===== src/rtl/mplier_mac_pipe.sv =====
// Pipelined multiply-accumulate stage around a radix-8 Booth / Wallace-tree 16x16 signed multiplier.
// Build option: define MAC_SAT_EN to clamp stored sums on signed overflow (default wraps).

module mplier_mac_pipe #(
  parameter int ACC_W = 40,
  parameter int LEN_W = 8
) (
  input  logic             clk,
  input  logic             rst_n,
  input  logic             clear,
  input  logic             in_valid,
  output logic             in_ready,
  input  logic [15:0]      in_mcand,
  input  logic [15:0]      in_mplier,
  input  logic             in_last,
  output logic             out_valid,
  input  logic             out_ready,
  output logic [ACC_W-1:0] out_acc,
  output logic [LEN_W-1:0] out_count,
  output logic             out_ovf
);

  logic [15:0]      s1_mcand_q, s1_mcand_d;
  logic [15:0]      s1_mplier_q, s1_mplier_d;
  logic             s1_last_q, s1_last_d;
  logic             s1_v_q, s1_v_d;
  logic [31:0]      s2_prod_q, s2_prod_d;
  logic             s2_last_q, s2_last_d;
  logic             s2_v_q, s2_v_d;
  logic [ACC_W-1:0] acc_q, acc_d;
  logic [LEN_W-1:0] cnt_q, cnt_d;
  logic             ovf_q, ovf_d;
  logic [ACC_W-1:0] out_acc_q, out_acc_d;
  logic [LEN_W-1:0] out_count_q, out_count_d;
  logic             out_ovf_q, out_ovf_d;
  logic             out_valid_q, out_valid_d;

  logic             en;
  logic [31:0]      prod;
  logic [ACC_W-1:0] prod_ext;
  logic [ACC_W-1:0] sum;
  logic [ACC_W-1:0] acc_val;
  logic [LEN_W-1:0] cnt_inc;
  logic             ov;

  mplier16x16 u_mul (
    .mplier  (s1_mplier_q),
    .mcand   (s1_mcand_q),
    .product (prod)
  );

  assign en        = !(out_valid_q && !out_ready);
  assign in_ready  = en;
  assign out_valid = out_valid_q;
  assign out_acc   = out_acc_q;
  assign out_count = out_count_q;
  assign out_ovf   = out_ovf_q;

  assign prod_ext = ACC_W'($signed(s2_prod_q));
  assign sum      = acc_q + prod_ext;
  assign ov       = (acc_q[ACC_W-1] == prod_ext[ACC_W-1]) && (sum[ACC_W-1] != acc_q[ACC_W-1]);
  assign cnt_inc  = (cnt_q == '1) ? cnt_q : cnt_q + LEN_W'(1);

  // With saturation the overflow direction follows the (shared) operand sign.
  always_comb begin
    acc_val = sum;
`ifdef MAC_SAT_EN
    if (ov) begin
      acc_val = acc_q[ACC_W-1] ? {1'b1, {(ACC_W-1){1'b0}}} : {1'b0, {(ACC_W-1){1'b1}}};
    end
`endif
  end

  always_comb begin
    s1_mcand_d  = s1_mcand_q;
    s1_mplier_d = s1_mplier_q;
    s1_last_d   = s1_last_q;
    s1_v_d      = s1_v_q;
    s2_prod_d   = s2_prod_q;
    s2_last_d   = s2_last_q;
    s2_v_d      = s2_v_q;
    acc_d       = acc_q;
    cnt_d       = cnt_q;
    ovf_d       = ovf_q;
    out_acc_d   = out_acc_q;
    out_count_d = out_count_q;
    out_ovf_d   = out_ovf_q;
    out_valid_d = out_valid_q;

    if (clear) begin
      s1_v_d      = 1'b0;
      s2_v_d      = 1'b0;
      acc_d       = '0;
      cnt_d       = '0;
      ovf_d       = 1'b0;
      out_valid_d = 1'b0;
    end else if (en) begin
      s1_mcand_d  = in_mcand;
      s1_mplier_d = in_mplier;
      s1_last_d   = in_last;
      s1_v_d      = in_valid;
      s2_prod_d   = prod;
      s2_last_d   = s1_last_q;
      s2_v_d      = s1_v_q;
      if (out_ready) begin
        out_valid_d = 1'b0;
      end
      if (s2_v_q) begin
        if (s2_last_q) begin
          out_acc_d   = acc_val;
          out_count_d = cnt_inc;
          out_ovf_d   = ovf_q | ov;
          out_valid_d = 1'b1;
          acc_d       = '0;
          cnt_d       = '0;
          ovf_d       = 1'b0;
        end else begin
          acc_d = acc_val;
          cnt_d = cnt_inc;
          ovf_d = ovf_q | ov;
        end
      end
    end
  end

  always_ff @(posedge clk or negedge rst_n) begin
    if (!rst_n) begin
      s1_mcand_q  <= '0;
      s1_mplier_q <= '0;
      s1_last_q   <= 1'b0;
      s1_v_q      <= 1'b0;
      s2_prod_q   <= '0;
      s2_last_q   <= 1'b0;
      s2_v_q      <= 1'b0;
      acc_q       <= '0;
      cnt_q       <= '0;
      ovf_q       <= 1'b0;
      out_acc_q   <= '0;
      out_count_q <= '0;
      out_ovf_q   <= 1'b0;
      out_valid_q <= 1'b0;
    end else begin
      s1_mcand_q  <= s1_mcand_d;
      s1_mplier_q <= s1_mplier_d;
      s1_last_q   <= s1_last_d;
      s1_v_q      <= s1_v_d;
      s2_prod_q   <= s2_prod_d;
      s2_last_q   <= s2_last_d;
      s2_v_q      <= s2_v_d;
      acc_q       <= acc_d;
      cnt_q       <= cnt_d;
      ovf_q       <= ovf_d;
      out_acc_q   <= out_acc_d;
      out_count_q <= out_count_d;
      out_ovf_q   <= out_ovf_d;
      out_valid_q <= out_valid_d;
    end
  end

endmodule

module mplier16x16 (
  input  logic [15:0] mplier,
  input  logic [15:0] mcand,
  output logic [31:0] product
);

  logic [18:0] yx;
  logic [31:0] m1, m2, m3, m4;
  logic [31:0] pp [6];
  logic [31:0] corr;
  logic [31:0] sel;
  logic [3:0]  win;
  logic [63:0] l1a, l1b, l2, l3, l4;

  // 3:2 compressor over a whole row; result is {carry, sum}.
  function automatic logic [63:0] csa(input logic [31:0] a, input logic [31:0] b,
                                      input logic [31:0] c);
    return {((a & b) | (a & c) | (b & c)) << 1, a ^ b ^ c};
  endfunction

  // Negative digits use the one's complement; the +1 is gathered into corr.
  always_comb begin
    win  = '0;
    sel  = '0;
    corr = '0;
    yx   = {mplier[15], mplier[15], mplier, 1'b0};
    m1   = {{16{mcand[15]}}, mcand};
    m2   = {m1[30:0], 1'b0};
    m3   = m1 + m2;
    m4   = {m1[29:0], 2'b00};
    for (int unsigned i = 0; i < 6; i++) begin
      win = yx[3*i +: 4];
      case (win)
        4'b0001, 4'b0010, 4'b1101, 4'b1110: sel = m1;
        4'b0011, 4'b0100, 4'b1011, 4'b1100: sel = m2;
        4'b0101, 4'b0110, 4'b1001, 4'b1010: sel = m3;
        4'b0111, 4'b1000:                   sel = m4;
        default:                            sel = '0;
      endcase
      pp[i]     = (win[3] ? ~sel : sel) << (3*i);
      corr[3*i] = win[3];
    end
  end

  assign l1a     = csa(pp[0], pp[1], pp[2]);
  assign l1b     = csa(pp[3], pp[4], pp[5]);
  assign l2      = csa(l1a[31:0], l1a[63:32], l1b[31:0]);
  assign l3      = csa(l2[31:0], l2[63:32], l1b[63:32]);
  assign l4      = csa(l3[31:0], l3[63:32], corr);
  assign product = l4[31:0] + l4[63:32];

endmodule


===== config.mk =====
export PLATFORM = sky130hd
export DESIGN_NAME = mplier_mac_pipe
export DESIGN_NICKNAME = d
export VERILOG_FILES = /design/src/rtl/mplier_mac_pipe.sv
export SDC_FILE = /design/constraint.sdc
export NUM_CORES = 1
export LEC_CHECK = 0
export ABC_AREA = 1
export ABC_CLOCK_PERIOD_IN_PS = 7000
export CAP_MARGIN = 20
export CORE_UTILIZATION = 60
export CTS_CLUSTER_DIAMETER = 80
export DETAILED_ROUTE_END_ITERATION = 8
export PLACE_DENSITY_LB_ADDON = 0.3
export SLEW_MARGIN = 0
export SYNTH_ARGS = -nofsm -noshare
export SYNTH_HDL_FRONTEND = slang
export SYNTH_HIERARCHICAL = 1
export SYNTH_SLANG_ARGS = --single-unit

===== constraint.sdc =====
create_clock -name clk -period 7 [get_ports clk]
set_input_delay 1.05 -clock clk [delete_from_list [all_inputs] [get_ports clk]]
set_output_delay 1.05 -clock clk [all_outputs]
set_load 0.1 [all_outputs]

---- Word-level counts from Yosys, hierarchy flattened ----
Index checks and enable logic that the tools add are counted.
W data, S select, Z words.
storage, ports and cells
  memories ................................ 0
  word-level logic and storage cells ...... 208
  RAM bits ................................ 0
  bits in latches ......................... 0
  register bits after elaboration ......... 167
  ROM bits ................................ 0
cells by class
  add/subtract/negate cells ............... 4
  magnitude comparators ................... 0
  shift operators ......................... 0
  bitwise operators ....................... 44
  divide/modulo/power cells ............... 0
  mux-type cells .......................... 34
  reduce and logical (&&, ||, !) cells .... 31
  multipliers ............................. 0
  equality and inequality tests ........... 81
operators by type and width
  cell                  count
  $and A31 B31 Y31      13
  $or A31 B31 Y31       10
  $xor A32 B32 Y32      9
  $mux W40              4
  $eq A4 B4 Y1 const B  35
  $pmux W32 S4          1
  $pmux W29 S4          1
  $pmux W26 S4          1
  $pmux W23 S4          1
  $eq A4 B3 Y1 const B  20
  $pmux W20 S4          1
  $pmux W17 S4          1
  $and A31 B16 Y31      2
  $reduce_or A4 Y1      15
  $add A40 B40 Y40      1
  $eq A4 B2 Y1 const B  10
  $mux W8               5
  $add A32 B32 Y32      1
  $mux W32              1
  $not A32 Y32          1
  $xor A32 B16 Y32      1
  $mux W29              1
  $not A29 Y29          1
  $mux W26              1
  other kinds (26)      57

---- Logic depth before layout (Yosys ltp) ----
Gate-level depths: netlist of the first run.
  depth after elaboration ................. 18
  depth in mapped cells ................... 32
  mapped depth without buffers ............ 32

---- Modules after synthesis ----
Netlist of the first run, hierarchy kept.
by module, submodules not included
  module           cells each  area an instance (um^2)  sequential area each (um^2)  times used
  mplier_mac_pipe  1,246       9,165.0                  4,179.0                      1
  mplier16x16      1,245       8,217.9                  0.0                          1

---- Worst setup path before layout of the first run ----
OpenSTA, ideal clock, no wires.
  path kind ............................... reg-to-reg
  start ................................... register s1_mcand_q[1]
  end ..................................... register s2_prod_q[25]
  arrival ................................. 5.452 ns
  setup slack ............................. 1.431 ns
  cell stages (with the launch flop) ...... 31
  path buffers ............................ 1
  required time ........................... 6.883 ns
  library setup time ...................... 0.117 ns
  period minus slack after synthesis ...... 5.569 ns
  cells stage by stage .................... dfrtp_1 buf_2 clkinv_1 fa_1 inv_1 a21oi_2 inv_1 nand3b_1 nand2_1 nand2_1 nand3_1 nand2_1 nand2_1 nand2_1 fa_1 inv_1 fa_1 inv_1 fa_1 fa_1 ha_1 nand2_1 nor2_1 inv_1 o21ai_0 a21oi_1 o21ai_0 a21oi_1 xnor2_1 nand2_1 nand2_1
on the way
  longest elaborated chain between the ends .. 17
  elaborated cells between the ends (all ways) .. 55
  classes of those cells .................. 2 x add/sub; 12 x mux; 41 x bitwise
RTL lines
  item                                        RTL line  source
  start, declared                             23        logic [15:0] s1_mcand_q, s1_mcand_d;
  start signal, assigned                      143       s1_mcand_q <= s1_mcand_d;
  $add A16 B17 Y18                            190       m3 = m1 + m2;
  $pmux W32 S4, or another cell as far along  194       case (win)
  $not A32 Y32, or another cell as far along  201       pp[i] = (win[3] ? ~sel : sel) << (3*i);
  $mux W32, or another cell as far along      201
  $and A31 B31 Y31                            179       return {((a & b) | (a & c) | (b & c)) << 1, a ^ b ^ c};
  $or A31 B31 Y31 (2 in series)               179
  $and A31 B31 Y31                            179
  $or A31 B31 Y31 (2 in series)               179
  $and A31 B31 Y31                            179
  $or A31 B31 Y31 (2 in series)               179
  $and A31 B31 Y31                            179
  $or A31 B31 Y31 (2 in series)               179
  $add A32 B32 Y32 (*)                        211       assign product = l4[31:0] + l4[63:32];
  net prod[25]                                39        logic [31:0] prod;
  end signal, assigned                        147       s2_prod_q <= s2_prod_d;
  end, declared                               27        logic [31:0] s2_prod_q, s2_prod_d;
The timed path passes the listed nets; every way through them passes the cells marked *.
A chain may end at the register's enable or synchronous reset.

---- Final worst setup path of the first run ----
  start ................................... register s1_mplier_q[5]
  end ..................................... register s2_prod_q[31]
on the way
  longest elaborated chain between the ends .. 18
  elaborated cells between the ends (all ways) .. 71
  classes of those cells .................. 1 x add/sub; 28 x eq/ne; 4 x mux; 30 x bitwise; 8 x reduce/logical
RTL lines
  item                                                  RTL line  source
  start, declared                                       24        logic [15:0] s1_mplier_q, s1_mplier_d;
  start signal, assigned                                144       s1_mplier_q <= s1_mplier_d;
  $eq A4 B3 Y1, or another cell as far along            194
  $reduce_or A4 Y1 or $reduce_or A2 Y1 (tied branches)  194
  $pmux W29 S4 or $pmux W26 S4 (tied branches)          194
  $not A29 Y29 or $not A26 Y26 (tied branches)          201
  $mux W29 or $mux W26 (tied branches)                  201
  $and A31 B31 Y31                                      179
  $or A31 B31 Y31 (2 in series)                         179
  $and A31 B31 Y31                                      179
  $or A31 B31 Y31 (2 in series)                         179
  $and A31 B31 Y31                                      179
  $or A31 B31 Y31 (2 in series)                         179
  $and A31 B31 Y31                                      179
  $or A31 B31 Y31 (2 in series)                         179
  $add A32 B32 Y32 (*)                                  211
  net prod[31]                                          39
Marks and branches as above.

==> out/qor.yml, run 1 <==
critical_path:
  worstSetupStartpointType: "flip-flop"
  worst_setup_path_end_kind: "flip-flop"
  cp_data_required_time_ns: 7.38
  critical_path.most_common_cell: "sky130_fd_sc_hd__nand2_1"
  crit_path_top_delay_cell: "sky130_fd_sc_hd__dfrtp_1"
  worst_ep_arrival_time_ns: 6.85
  crit_chain: "inv_4, nor2_4, nor2_4, nor3_4, buf_4, nor2_1, a21oi_2, xor2_1, fa_1, fa_1, fa_1, inv_1, ha_1, ha_1, nand2_1, nor4_1, nand3_1, nand3_1, nand3_1, nand2_1, xnor2_1, nand2_1, nand2_1"
  path_max_fanout: 17
  worst_setup_path_category: "reg -> reg"
  crit_path_largest_cell_delay_ns: 0.87
timing:
  slew_worst_pin_ns: 0.980
  unrepaired_setup_endpoints_after_global_routing: "no"
  timing.final.crit_share_pct: 92.3
  holdWs_ns: 0.476
  finalCriticalPeriod_ns: 6.46
  maxSlewHeadroom_pct: 34.5
  finalMaxSlewViolations: 0
  fin_skew_ns: 0.0187
  timing.setup.tns_ns: 0
  setup_viol: 0
  max_freq_mhz: 155
  timing.final.hold_violations: 0
clock_tree:
  insertion_delay_ns: 0.46
  post_cts_sizing_count: 0
  clockBufferDepth: 2
  clk_root_buffer_cell: "sky130_fd_sc_hd__clkbuf_16"
  clock_tree_from_tritoncts: "yes"
  clk_transition_reported_paths_ns: 0.07
  cts.repair_timing.setup_buffer_count: 0
  cts.hold.buffers_added: 0
  ctsHtreeMaxLevel: 4
  total_cts_buffers: 17
  clock-sinks: 167
die:
  fp.coreArea_mm2: 0.0282
  rows: 61
  number_of_top_level_design_ports: 89
  dieArea_mm2: 0.0297
  initial_core_util_pct: 61.7
  floorplan.die.height_um: 172
  die_width_um: 172
grt:
  grt_pass1_wl_um: 90500
  grt_antenna_before_repair: 0
  gr-total-overflow: 0
  grt_start_max_net_pins: 102
  grtUsageTotal_pct: 40.2
  grt_pass1_vias: 17300
min_path:
  min_path_type: "reg -> reg"
layout:
  fillCellCount: 2361
  area_taken_by_multi_input_logic_gates_mm2: 0.0118
  nets: 2806
  layout.area.seq_mm2: 0.00418
  diodes: 0
  fraction_of_final_layout_cells_with_drive_strength_greater_than_1_pct: 6.60
  syn2layout_area_growth_pct: 11.0
place:
  place.detailed.hpwl_um: 44400
  place_congestion: 1.08
  number_of_port_buffers: 88
synth:
  ys_types: 56
  post_synth.cell_area_avg_um2: 6.98
  netlist_instances: 2491
  ys_seq_area_share_pct: 24.0
  post-synth-top-area-fraction_pct: 24.0
  synth_flop_cell: "sky130_fd_sc_hd__dfrtp_1"
  postSynthRegisterBits: 167
  synthArstFlopShare_pct: 100
  yosys_warnings: 6
  netlist_top_cells_area: "sky130_fd_sc_hd__dfrtp_1, sky130_fd_sc_hd__nand2_1, sky130_fd_sc_hd__fa_1, sky130_fd_sc_hd__ha_1, sky130_fd_sc_hd__inv_1"
  synth_enable_flop_cells: 0
  synthesis.area_mm2: 0.0174
  nets_in_the_synthesized_netlist: 2733
  synth_top_area_cell: "sky130_fd_sc_hd__dfrtp_1"
detailed_routing:
  vias: 17500
  ant_nets: 0
  routed_wire_length_um: 57500
  dr.pass1.iters: 8
  drt-met1-wl_um: 22300
  highest_layer: "met4"
  route.detailed.wl_per_inst_um: 19.5
  avgViaCountPerCell: 5.92
  drt_first_iter_violations: 1744
  met2RoutedLength_um: 27400
  route.detailed.drc: 0
  routed-wl-met3_um: 3860
outcome:
  outcome: "finished clean"
run:
  timing.max_cap.violations: 0
-- cells in the final DEF (no fill, tap or decap), types with 5 or more instances in the layout --
cell / synthesis / routed
sky130_fd_sc_hd__nand2_4: 7 / 7
sky130_fd_sc_hd__nor2_4: 6 / 7
sky130_fd_sc_hd__a21oi_2: 6 / 6
sky130_fd_sc_hd__o21bai_1: 10 / 10
sky130_fd_sc_hd__nand2_1: 838 / 838
sky130_fd_sc_hd__or2_1: 5 / 5
sky130_fd_sc_hd__clkbuf_16: 0 / 17
sky130_fd_sc_hd__inv_1: 260 / 259
sky130_fd_sc_hd__nand3_1: 151 / 150
sky130_fd_sc_hd__inv_2: 14 / 15
sky130_fd_sc_hd__a221oi_1: 8 / 8
sky130_fd_sc_hd__nor2_1: 158 / 158
sky130_fd_sc_hd__nand4_1: 22 / 22
sky130_fd_sc_hd__ha_1: 124 / 124
sky130_fd_sc_hd__dfrtp_1: 167 / 167
sky130_fd_sc_hd__o21ai_0: 96 / 96
sky130_fd_sc_hd__o21ai_1: 5 / 5
sky130_fd_sc_hd__o22ai_1: 63 / 63
sky130_fd_sc_hd__clkdlybuf4s50_1: 0 / 87
sky130_fd_sc_hd__a21oi_1: 141 / 141
sky130_fd_sc_hd__a31oi_1: 6 / 6
sky130_fd_sc_hd__xnor2_1: 20 / 20
sky130_fd_sc_hd__nand3b_1: 12 / 12
sky130_fd_sc_hd__buf_4: 9 / 41
sky130_fd_sc_hd__a21o_1: 6 / 6
sky130_fd_sc_hd__o21ai_2: 7 / 7
sky130_fd_sc_hd__nand2_2: 18 / 18
sky130_fd_sc_hd__nor3_1: 8 / 8
sky130_fd_sc_hd__fa_1: 80 / 80
sky130_fd_sc_hd__clkinv_1: 9 / 9
sky130_fd_sc_hd__xor2_1: 102 / 102
sky130_fd_sc_hd__nor2_2: 16 / 15
-- critical path, delay by kind of cell (launching register included) --
kind | cells | cell delay, ns
simple gates | 12 | 1.67
xor+xnor | 2 | 0.58
flops | 1 | 0.87
fa+ha+maj | 5 | 2.60
buf+inv | 3 | 0.53
compound gates | 1 | 0.13
-- routing by layer --
metal	global-route usage (%)	vias up
met5	0	-
met4	25.8	0
met3	6.04	228
met2	69.1	873
met1	46.9	8186
li1	-	8202
-- final timing paths --
| path | startpoint | cells past startpoint | to | slack, ns |
|---|---|---|---|---|
| worst min-delay path | out_acc[35]$_DFFE_PN0P_ | 2 | out_acc[35]$_DFFE_PN0P_ | 0.48 |
| worst min register to register | out_acc[35]$_DFFE_PN0P_ | 2 | out_acc[35]$_DFFE_PN0P_ | 0.48 |
| worst max register to register | s1_mplier_q[5]$_DFFE_PN0P_ | 23 | s2_prod_q[31]$_DFFE_PN0P_ | 0.54 |
| max in group asynchronous | rst_n | 2 | s2_prod_q[30]$_DFFE_PN0P_ | 4.84 |
| worst max-delay path | s1_mplier_q[5]$_DFFE_PN0P_ | 23 | s2_prod_q[31]$_DFFE_PN0P_ | 0.54 |
| min in group asynchronous | rst_n | 1 | out_count[3]$_DFFE_PN0P_ | 0.69 |
-- logic make-up after synthesis --
kind of cell / Yosys count / synth area share (%)
DFF: 167 / 24.0
adders and majority gates: 204 / 18.1
and+or+nand+nor: 1257 / 30.5
AOI/OAI and AO/OA: 377 / 12.6
buffers and inverters: 363 / 8.41
xor gates and xnor gates: 123 / 6.24
-- registers in the layout (all words and copies together), names as in the netlist --
register,cells
s1_mcand_q,16
s1_mplier_q,16
s1_v_q,1
s2_v_q,1
s1_last_q,1
acc_q,40
s2_last_q,1
s2_prod_q,32
cnt_q,8
out_ovf,1
out_acc,40
out_count,8
out_valid,1
ovf_q,1
-- cells in the mapped netlist (5+ instances only) --
| cell | count |
|---|---|
| sky130_fd_sc_hd__nand2_1 | 838 |
| sky130_fd_sc_hd__inv_1 | 260 |
| sky130_fd_sc_hd__dfrtp_1 | 167 |
| sky130_fd_sc_hd__nor2_1 | 158 |
| sky130_fd_sc_hd__nand3_1 | 151 |
| sky130_fd_sc_hd__a21oi_1 | 141 |
| sky130_fd_sc_hd__ha_1 | 124 |
| sky130_fd_sc_hd__xor2_1 | 102 |
| sky130_fd_sc_hd__o21ai_0 | 96 |
| sky130_fd_sc_hd__fa_1 | 80 |
| sky130_fd_sc_hd__o22ai_1 | 63 |
| sky130_fd_sc_hd__clkbuf_1 | 39 |
| sky130_fd_sc_hd__nand4_1 | 22 |
| sky130_fd_sc_hd__xnor2_1 | 20 |
| sky130_fd_sc_hd__buf_2 | 19 |
| sky130_fd_sc_hd__nand2_2 | 18 |
| sky130_fd_sc_hd__nor2_2 | 16 |
| sky130_fd_sc_hd__inv_2 | 14 |
| sky130_fd_sc_hd__nand3b_1 | 12 |
| sky130_fd_sc_hd__o21bai_1 | 10 |
| sky130_fd_sc_hd__buf_4 | 9 |
| sky130_fd_sc_hd__clkinv_1 | 9 |
| sky130_fd_sc_hd__a221oi_1 | 8 |
| sky130_fd_sc_hd__nor3_1 | 8 |
| sky130_fd_sc_hd__nand2_4 | 7 |
| sky130_fd_sc_hd__o21ai_2 | 7 |
| sky130_fd_sc_hd__a21o_1 | 6 |
| sky130_fd_sc_hd__a21oi_2 | 6 |
| sky130_fd_sc_hd__a31oi_1 | 6 |
| sky130_fd_sc_hd__nor2_4 | 6 |
| sky130_fd_sc_hd__o21ai_1 | 5 |
| sky130_fd_sc_hd__or2_1 | 5 |
-- final cells by class --
| type | instances | share of cell area (%) |
|---|---|---|
| Clock inverter | 13 | 0.694 |
| Inverter | 287 | 5.63 |
| Sequential cell | 167 | 21.7 |
| Multi-Input combinational cell | 1961 | 60.9 |
| Clock buffer | 19 | 2.35 |
| Timing Repair Buffer | 130 | 6.31 |
| Tap cell | 378 | 2.45 |
-- metrics by stage --
step | setup WS (ns) | instances | utilization [%] | instance area (µm²)
after floorplan | 1.43 | 2491 | - | 17400
after global placement | 0.738 | 2922 | 66.4 | 18700
after detailed placement | 0.633 | 2922 | 66.4 | 18700
after CTS | 0.581 | 2954 | 68.4 | 19300
after global routing | 0.146 | 2955 | 68.5 | 19300
final | 0.536 | 2955 | 68.5 | 19300
Power of run 1 is left out: the tool's default activity adds up to more than one toggle a clock period on the data nets, which glitch-free logic cannot reach.
==> run 2: changes to the inputs <==
--- a/config.mk
+++ b/config.mk
@@ -8,7 +8,9 @@
 export ABC_AREA = 1
 export ABC_CLOCK_PERIOD_IN_PS = 7000
 export CAP_MARGIN = 20
-export CORE_UTILIZATION = 60
+export CELL_PAD_IN_SITES_DETAIL_PLACEMENT = 0
+export CELL_PAD_IN_SITES_GLOBAL_PLACEMENT = 1
+export CORE_UTILIZATION = 46
 export CTS_CLUSTER_DIAMETER = 80
 export DETAILED_ROUTE_END_ITERATION = 8
 export PLACE_DENSITY_LB_ADDON = 0.3
==> run 2 against run 1 <==
- die area increased by 30%
- hold slack improved by 0.0025 ns
- clock skew up 0.0042 ns
- flip-flop and latch count stayed put
- sequential share of layout area shrank 0.22 points
- utilization fell by 16 points
==> out/qor.yml, run 2 (synthesis results as in run 1) <==
min_path:
  min_path_type: "reg -> reg"  # unchanged
die:
  dieArea_mm2: 0.0386  # was 0.0297 mm²
  floorplan.die.height_um: 196  # was 172 µm
  fp.coreArea_mm2: 0.0369  # was 0.0282 mm²
  initial_core_util_pct: 47.1  # was 61.7%
  rows: 70  # was 61
  die_width_um: 196  # was 172 µm
  number_of_top_level_design_ports: 89  # unchanged
timing:
  fin_skew_ns: 0.0230  # was 0.0187 ns
  max_freq_mhz: 158  # was 155 MHz
  timing.final.hold_violations: 0  # unchanged
  setup_viol: 0  # unchanged
  timing.final.crit_share_pct: 90.1  # was 92.3%
  slew_worst_pin_ns: 1.03  # was 0.980 ns
  unrepaired_setup_endpoints_after_global_routing: "no"  # unchanged
  finalCriticalPeriod_ns: 6.31  # was 6.46 ns
  postLayoutSetupSlackWorst_ns: 0.691  # was 0.536 ns
  timing.setup.tns_ns: 0  # unchanged
  finalMaxSlewViolations: 0  # unchanged
  maxSlewHeadroom_pct: 31.2  # was 34.5%
grt:
  grt_start_max_net_pins: 71  # was 102
  grt_antenna_before_repair: 0  # unchanged
  grt_pass1_vias: 16900  # was 17300
  grt_pass1_wl_um: 93100  # was 90500 µm
  met1_usage_pct: 38.2  # was 46.9%
  gr-total-overflow: 0  # unchanged
  globalRoute.busiestLayer: "met2"  # unchanged
  grtUsageTotal_pct: 31.3  # was 40.2%
  groute.layer.met3.usage_pct: 3.90  # was 6.04%
  grt.met2_usage_pct: 54.7  # was 69.1%
layout:
  syn2layout_area_growth_pct: 12.2  # was 11.0%
  layout.area.seq_mm2: 0.00418  # unchanged
  diodes: 0  # unchanged
  most-common-layout-cells: "sky130_fd_sc_hd__nand2_1, sky130_fd_sc_hd__inv_1, sky130_fd_sc_hd__dfrtp_1"  # unchanged
  fraction_of_final_layout_cells_with_drive_strength_greater_than_1_pct: 6.81  # was 6.60%
  nets: 2812  # was 2806
  instances_no_fill: 3087  # was 2955
  final_common_cell: "sky130_fd_sc_hd__nand2_1"  # unchanged
  area_taken_by_multi_input_logic_gates_mm2: 0.0118  # unchanged
  fillCellCount: 3733  # was 2361
critical_path:
  crit_path_largest_cell_delay_ns: 0.55  # was 0.87 ns
  worstSetupStartpointType: "flip-flop"  # unchanged
  worstRegToRegCells: 27  # was 23
  crit_end: "s2_prod_q[28]$_DFFE_PN0P_"  # was s2_prod_q[31]$_DFFE_PN0P_
  worst_setup_path_startpoint: "s1_mcand_q[10]$_DFFE_PN0P_"  # was s1_mplier_q[5]$_DFFE_PN0P_
  worst_ep_arrival_time_ns: 6.67  # was 6.85 ns
  worstReg2RegEnd: "s2_prod_q[28]$_DFFE_PN0P_"  # was s2_prod_q[31]$_DFFE_PN0P_
  crit_path_top_delay_cell: "sky130_fd_sc_hd__fa_1"  # was sky130_fd_sc_hd__dfrtp_1
  setup.reg_to_reg.worst_slack_ns: 0.69  # was 0.54 ns
  worst_setup_path_category: "reg -> reg"  # unchanged
  path_max_fanout: 9  # was 17
  critical_path.most_common_cell: "sky130_fd_sc_hd__nand2_1"  # unchanged
  cp_data_required_time_ns: 7.37  # was 7.38 ns
  timing.rr.start: "s1_mcand_q[10]$_DFFE_PN0P_"  # was s1_mplier_q[5]$_DFFE_PN0P_
  worst_setup_path_end_kind: "flip-flop"  # unchanged
detailed_routing:
  avgViaCountPerCell: 5.44  # was 5.92
  ant_nets: 0  # unchanged
  vias: 16800  # was 17500
  route.detailed.drc: 0  # unchanged
  drt_first_iter_violations: 1081  # was 1744
  routed_wire_length_um: 58700  # was 57500 µm
  route.detailed.wl_per_inst_um: 19.0  # was 19.5 µm
  dr.pass1.iters: 5  # was 8
place:
  place.detailed.hpwl_um: 46100  # was 44400 µm
  placed_cells_incl_taps: 3055  # was 2922
  place_congestion: 0.967  # was 1.08
  pre_cts_ws_ns: 0.805  # was 0.633 ns
  number_of_port_buffers: 88  # unchanged
clock_tree:
  clock_tree_from_tritoncts: "yes"  # unchanged
  insertion_delay_ns: 0.47  # was 0.46 ns
  ctsHtreeMaxLevel: 4  # unchanged
  clock-sinks: 167  # unchanged
  cts.repair_timing.setup_buffer_count: 0  # unchanged
  post_cts_sizing_count: 0  # unchanged
  clockBufferDepth: 2  # unchanged
  clk_transition_reported_paths_ns: 0.09  # was 0.07 ns
  clk_root_buffer_cell: "sky130_fd_sc_hd__clkbuf_16"  # unchanged
  total_cts_buffers: 17  # unchanged
  cts.hold.buffers_added: 0  # unchanged
run:
  timing.max_cap.violations: 0  # unchanged
outcome:
  outcome: "finished clean"  # unchanged
==> run 2: cell types whose count changed in the layout (fill, tap and decap cells not counted), sizes merged <==
| cell | before | now |
|---|---|---|
| clkinv | 14 | 15 |
| inv | 284 | 285 |
| clkbuf | 19 | 18 |
| buf | 43 | 49 |
| clkinvlp | 1 | 0 |
==> run 2: worst min path at each step <==
stage                                      startpoint  cells past startpoint  slack, ns                           to
after detailed placement      out_acc[30]$_DFFE_PN0P_                      2       0.46      out_acc[30]$_DFFE_PN0P_
after global placement        out_acc[33]$_DFFE_PN0P_                      2       0.46      out_acc[33]$_DFFE_PN0P_
after CTS                     out_acc[16]$_DFFE_PN0P_                      2       0.48      out_acc[16]$_DFFE_PN0P_
final                         out_acc[39]$_DFFE_PN0P_                      2       0.48      out_acc[39]$_DFFE_PN0P_
after floorplan           s1_mplier_q[11]$_DFFE_PN0P_                      2       0.44  s1_mplier_q[11]$_DFFE_PN0P_
after global routing          out_acc[16]$_DFFE_PN0P_                      2       0.50      out_acc[16]$_DFFE_PN0P_
==> run 2: per-stage QoR <==
step	utilization, %	hold slack (ns)	area [µm²]
global placement	51.2	0.462	18900
global route	52.9	0.496	19500
finish	52.9	0.479	19500
CTS	52.9	0.484	19500
floorplan	-	0.443	17400
detailed placement	51.2	0.465	18900
==> run 2: cell type report <==
cell class | instances | share of cell area, %
sequential | 167 | 21.4
multi-input combinational | 1961 | 60.3
inverter | 287 | 5.58
tap | 504 | 3.23
timing repair buffer | 136 | 6.37
clock buffer | 18 | 2.25
clock inverter | 14 | 0.828
==> run 2: routing by layer <==
metal / routed length, µm / up-vias / part of all wire (%)
met3: 2890 / 125 / 4.9
li1: - / 8217 / -
met1: 24800 / 7922 / 42
met2: 28400 / 532 / 48
met5: 0 / - / 0
met4: 2640 / 0 / 4.5
==> run 2: critical path: cells and delay by family, from the launching register on <==
kind                       cells  cell delay (ns)
adders and majority gates      6             2.45
and+or+nand+nor               13             1.53
AOI/OAI and AO/OA              5             1.39
DFF                            1             0.48
buffers and inverters          3             0.34
Power of run 2 is left out for the same reason.
